[config.mk]
export PLATFORM = sky130hd
export DESIGN_NAME = lutram_fifo_ctrl
export DESIGN_NICKNAME = d
export VERILOG_FILES = /design/src/rtl/lutram_fifo_ctrl_pkg.sv /design/src/rtl/lutram_fifo_ptr.sv /design/src/rtl/lutram_fifo_ctrl.sv
export SDC_FILE = /design/constraint.sdc
export NUM_CORES = 1
export LEC_CHECK = 0
export BUFFER_PORTS_ARGS = -buffer_cell sky130_fd_sc_hd__buf_2
export CAP_MARGIN = 20
export CORE_MARGIN = 2
export CORE_UTILIZATION = 38
export DETAILED_ROUTE_END_ITERATION = 10
export GPL_TIMING_DRIVEN = 0
export PLACE_DENSITY = 0.95
export SYNTH_ARGS = -nofsm -noshare
export SYNTH_HDL_FRONTEND = slang
export SYNTH_SLANG_ARGS = --single-unit
export TNS_END_PERCENT = 5
[constraint.sdc]
create_clock -name clock -period 3.2 [get_ports clock]
set_input_delay 0.16 -clock clock [delete_from_list [all_inputs] [get_ports clock]]
set_output_delay 0.16 -clock clock [all_outputs]
set_load 0.005 [all_outputs]
[src/rtl/lutram_fifo_ctrl_pkg.sv]
// Shared types and helpers for the LUT-RAM backed FWFT FIFO controller.
// Pointers are one bit wider than the RAM address; the extra MSB is a wrap
// bit that distinguishes full from empty when the address bits match.
package lutram_fifo_ctrl_pkg;

  localparam int unsigned FIFO_DEPTH = 32;
  localparam int unsigned ADDR_BITS  = 5;
  localparam int unsigned COUNT_BITS = 6;

  typedef logic [COUNT_BITS-1:0] ptr_t;
  typedef logic [ADDR_BITS-1:0]  addr_t;

  // Occupancy view derived purely from the two pointers
  typedef struct packed {
    logic [COUNT_BITS-1:0] count;
    logic                  full;
    logic                  empty;
  } fifo_status_t;

  // Strip the wrap bit to get the RAM address
  function automatic addr_t ptr_addr(input ptr_t p);
    return p[ADDR_BITS-1:0];
  endfunction

  // Occupancy, full and empty from write/read pointers
  function automatic fifo_status_t fifo_status(input ptr_t wr, input ptr_t rd);
    fifo_status_t s;
    s.count = COUNT_BITS'(wr - rd);
    s.full  = (ptr_addr(wr) == ptr_addr(rd)) && (wr[ADDR_BITS] != rd[ADDR_BITS]);
    s.empty = (wr == rd);
    return s;
  endfunction

endpackage

[src/rtl/lutram_fifo_ptr.sv]
// Wrap-bit FIFO pointer: increments on enable, synchronously cleared.
// Clear has priority over increment so a discarded push/pop never moves it.
module lutram_fifo_ptr
  import lutram_fifo_ctrl_pkg::*;
(
  input  logic clock,
  input  logic i_clear,
  input  logic i_inc,
  output ptr_t o_ptr
);

  ptr_t r_ptr;

  // Pointer register; the 5-bit address rolls 31 -> 0 and toggles the MSB
  always_ff @(posedge clock) begin
    if (i_clear) begin
      r_ptr <= '0;
    end else if (i_inc) begin
      r_ptr <= COUNT_BITS'(r_ptr + COUNT_BITS'(1));
    end
  end

  assign o_ptr = r_ptr;

endmodule

[src/rtl/lutram_fifo_ctrl.sv]
// First-word-fall-through FIFO controller for a bank of WIDTH 32x1 LUT-RAM
// bit-slices (synchronous write, asynchronous read). The bank itself lives
// in the parent; this block produces its write enable and addresses and
// routes data through.
// Optional build macro LUTRAM_FIFO_ERROR_FLAGS_EN adds sticky overflow and
// underflow outputs, cleared only by reset or flush.
module lutram_fifo_ctrl
  import lutram_fifo_ctrl_pkg::*;
#(
  parameter int unsigned WIDTH      = 32,
  parameter int unsigned DEPTH_LOG2 = 5
)(
  input  logic                  clock,
  input  logic                  reset,
  input  logic                  flush,
  input  logic                  pushValid,
  output logic                  pushReady,
  input  logic [WIDTH-1:0]      pushData,
  output logic                  popValid,
  input  logic                  popReady,
  output logic [WIDTH-1:0]      popData,
  output logic [COUNT_BITS-1:0] count,
  output logic                  full,
  output logic                  empty,
`ifdef LUTRAM_FIFO_ERROR_FLAGS_EN
  output logic                  overflow,
  output logic                  underflow,
`endif
  output logic                  ramWe,
  output logic [DEPTH_LOG2-1:0] ramWriteAddress,
  output logic [DEPTH_LOG2-1:0] ramReadAddress,
  output logic [WIDTH-1:0]      ramDataIn,
  input  logic [WIDTH-1:0]      ramDataOut
);

  ptr_t         w_wr_ptr;
  ptr_t         w_rd_ptr;
  fifo_status_t w_status;
  logic         w_clear;
  logic         w_push_acc;
  logic         w_pop_acc;

  // Handshake decode; ready/valid come only from registered pointers, so
  // there is no path from popReady to pushReady or pushValid to popValid
  always_comb begin
    w_clear    = reset | flush;
    w_status   = fifo_status(w_wr_ptr, w_rd_ptr);
    w_push_acc = pushValid & ~w_status.full  & ~w_clear;
    w_pop_acc  = popReady  & ~w_status.empty & ~w_clear;
  end

  lutram_fifo_ptr u_wr_ptr (
    .clock   (clock),
    .i_clear (w_clear),
    .i_inc   (w_push_acc),
    .o_ptr   (w_wr_ptr)
  );

  lutram_fifo_ptr u_rd_ptr (
    .clock   (clock),
    .i_clear (w_clear),
    .i_inc   (w_pop_acc),
    .o_ptr   (w_rd_ptr)
  );

  // Status and handshake outputs
  assign count     = w_status.count;
  assign full      = w_status.full;
  assign empty     = w_status.empty;
  assign pushReady = ~w_status.full;
  assign popValid  = ~w_status.empty;

  // LUT-RAM bank interface: write at the tail, read asynchronously at the head
  assign ramWe           = w_push_acc;
  assign ramWriteAddress = DEPTH_LOG2'(ptr_addr(w_wr_ptr));
  assign ramReadAddress  = DEPTH_LOG2'(ptr_addr(w_rd_ptr));
  assign ramDataIn       = pushData;
  assign popData         = ramDataOut;

`ifdef LUTRAM_FIFO_ERROR_FLAGS_EN
  logic r_overflow;
  logic r_underflow;

  // Sticky error flags; illegal attempts never move the pointers
  always_ff @(posedge clock) begin
    if (w_clear) begin
      r_overflow  <= 1'b0;
      r_underflow <= 1'b0;
    end else begin
      if (pushValid && w_status.full) begin
        r_overflow <= 1'b1;
      end
      if (popReady && w_status.empty) begin
        r_underflow <= 1'b1;
      end
    end
  end

  assign overflow  = r_overflow;
  assign underflow = r_underflow;
`endif

endmodule

==> impl_metrics.toml <==
[run_status]
status = "completed"

[critical_path]
worstSetupEndpointType = "output port"
arrival_ps = 2050
cp_max_fo = 6
crit_slowest_cell = "dfxtp_1"
cp_num_buf_inv = 2
reg2reg_depth = 7
r2r-end = "u_rd_ptr.o_ptr[4]"
r2r_setup_slack_ps = 1360
cp_data_required_time_ps = 3040
critPathTopFamily = "compound AO/OA/AOI/OAI gates"
crit_chain = "inv_1 -> ha_1 -> nor2b_1 -> o21a_1 -> o2111a_1 -> a211o_1 -> buf_2"
reg2reg_from = "u_wr_ptr.o_ptr[0]"
worstSetupPathType = "reg2out"
max_stage_delay_ps = 450
startpoint_type = "flop"

[clock_network]
cts_hold_buf = 0
clock_latency_ps = 240
cts_buffers = 3
post_cts_resized = 0
postCtsSetupRepairBufs = 0
clkSinkCount = 12
ctsRootBufferMaster = "clkbuf_8"
clockBufferDepth = 2
cts_tree = "yes"
clk_pin_slew_ps = 50
htreeDepth = 1

[route]
drtPass1Iterations = 4
dr_total_vias = 1456
drtAntennaViolNets = 0
wl_per_cell_um = 10.3
viasPerCell = 4.51
first_iter_violations = 69
routed_wl_mm = 3.32
drc_errors = 0

[timing]
relSlewSlack_pct = 70.7
tightest_slew_ps = 439
period_minus_slack_ps = 2210
setup_viol = 0
fmax_ghz = 0.452
rsz0062_at_grt = "no"
worst_clock_skew_ps = 2.57
fin_setup_tns_ps = 0
drv_slew = 0
min_period_over_period_pct = 69.1
hold_violations = 0

[placement]
place_congestion = 0.854
port_buffers = 89
hpwl_mm = 2.88
dpl_cell_area_um2 = 1990

[global_route]
grt_pass1_vias = 1152
track_usage_pct = 13.7
grt_antenna_before_repair = 0
grt-ovfl-total = 0
grt_max_degree = 11
grt_pass1_wl_mm = 4.70

[finish]
final_nets = 353
antenna_cells = 0
drive_above_1_share_pct = 65.1
final_cell_mix = "buf_2, buf_4, nor2_1, inv_1, dfxtp_1"
syn2layout_area_growth_pct = 37.7
design_area_um2 = 2050
fillCellCount = 368
final_common_cell = "buf_2"

[pwr]
ir_drop_uv = 120
p_sw_uw = 109
p_per_area_nw_per_um2 = 226
p_sw_share_pct = 23.5
clkPwrFrac_pct = 35.9
intPower_uw = 354
p_comb_share_pct = 31.1
seqPwrFrac_pct = 33.0
p_leak_uw = 0.00114

[synthesis]
netlist_area_um2 = 1490
synthTopCellsByArea = "buf_4, dfxtp_1, ha_1, xnor2_1, nor2_1"
yosysWarnings = 0
syn_nets = 259
synth_area_per_cell_um2 = 8.16
synth_cell_types = 36
ys_ff_latch = 12
ys_seq_area_share_pct = 16.2
syn_inst = 182
yosys.area.top_type_share_pct = 37.9
yosys.area.top_type = "buf_4"

[hold_path]
hold_path_class = "in2reg"
holdPathStages = 3
holdPathEnd = "u_rd_ptr.o_ptr[5]"
min_from = "reset"

[die]
initial_core_util_pct = 40.0
io-pin-count = 154
die-width_um = 66.5
die_h_um = 66.5
rows = 22
die_area_um2 = 4420
core_area_um2 = 3720

[run]
cap_violations = 0
-- power groups by stage --
stage	logic (uW)	registers (uW)	clock network [uW]
after floorplan	92.2	155	0
after global placement	143	156	0
after detailed placement	146	156	0
after CTS	146	153	168
after global routing	157	153	178
final	144	153	166
-- final cells by class --
class / instances / area [um^2] / share of cell area, %
plain buffers: 79 / 588 / 28.7
clock buffers: 4 / 55.1 / 2.69
well taps: 48 / 60.1 / 2.94
multi-input cells: 78 / 608 / 29.7
inverters: 13 / 48.8 / 2.39
flip-flops and latches: 12 / 240 / 11.7
repair buffers: 89 / 445 / 21.8
-- synthesized netlist by cell type --
cell type and n:
a211o_1 2, a21o_1 1, a21oi_1 3, a311oi_2 2
a31oi_1 4, and2_1 1, and4_1 1, buf_2 2
buf_4 75, buf_6 1, clkbuf_1 1, dfxtp_1 12
fa_1 1, ha_1 7, inv_1 13, mux2i_1 2
nand2_1 6, nand3_1 3, nand4_1 2, nand4_2 1
nor2_1 15, nor2b_1 1, nor3_1 2, o2111a_1 1
o211a_1 1, o21a_1 1, o21ai_0 3, o31ai_1 1
o31ai_2 1, o31ai_4 1, or2_2 1, or3_1 2
xnor2_1 9, xnor2_4 1, xor2_1 1, xor2_2 1
-- cell families (layout without fill, tap and decap cells) --
kind of cell	count (synthesis)	in the layout	share of synthesized area, %
adders and majority gates	8	8	7.24
DFF	12	12	16.2
xor gates and xnor gates	12	12	8.85
buffers and inverters	92	185	42.9
muxes	2	2	1.35
AOI/OAI and AO/OA	21	21	12.1
and+or+nand+nor	35	35	11.4
-- worst max-delay path by stage --
stage / from / to / slack, ps / cells after the start
floorplan: u_rd_ptr.o_ptr[1] / count[5] / 1500 / 6
global placement: u_rd_ptr.o_ptr[1] / count[5] / 1250 / 7
detailed placement: u_rd_ptr.o_ptr[1] / count[5] / 1220 / 7
CTS: u_rd_ptr.o_ptr[1] / count[5] / 950 / 7
global route: u_wr_ptr.o_ptr[0] / count[4] / 880 / 8
finish: u_rd_ptr.o_ptr[1] / count[5] / 990 / 7
-- per-layer routing --
metal | vias to the layer above | global-route usage, % | share of wire [%] | routed length (um)
met1 | 668 | 14.5 | 35 | 1150
li1 | 705 | - | - | -
met2 | 78 | 26.1 | 55 | 1830
met3 | 5 | 1.18 | 8.0 | 266
met4 | 0 | 7.65 | 2.0 | 68
met5 | - | 0 | 0 | 0
-- flip-flops by register name, summed over array words and instances, names as in the netlist --
register and flops:
u_rd_ptr.o_ptr 6, u_wr_ptr.o_ptr 6
-- metrics by stage --
stage	instances	setup slack [ps]	hold slack (ps)	total power [uW]	util (%)
global route	323	878	232	488	55.1
detailed placement	319	1220	483	302	53.6
floorplan	182	1500	355	248	-
CTS	323	954	228	467	55.1
finish	323	988	224	463	55.1
global placement	319	1250	473	299	53.6
-- worst min-delay path: cells and delay by family --
| family | cells | cell delay [ps] |
|---|---|---|
| and+or+nand+nor | 1 | 140 |
| buffers and inverters | 1 | 70 |
| AOI/OAI and AO/OA | 1 | 50 |
Power figures use the tool's default switching activity.
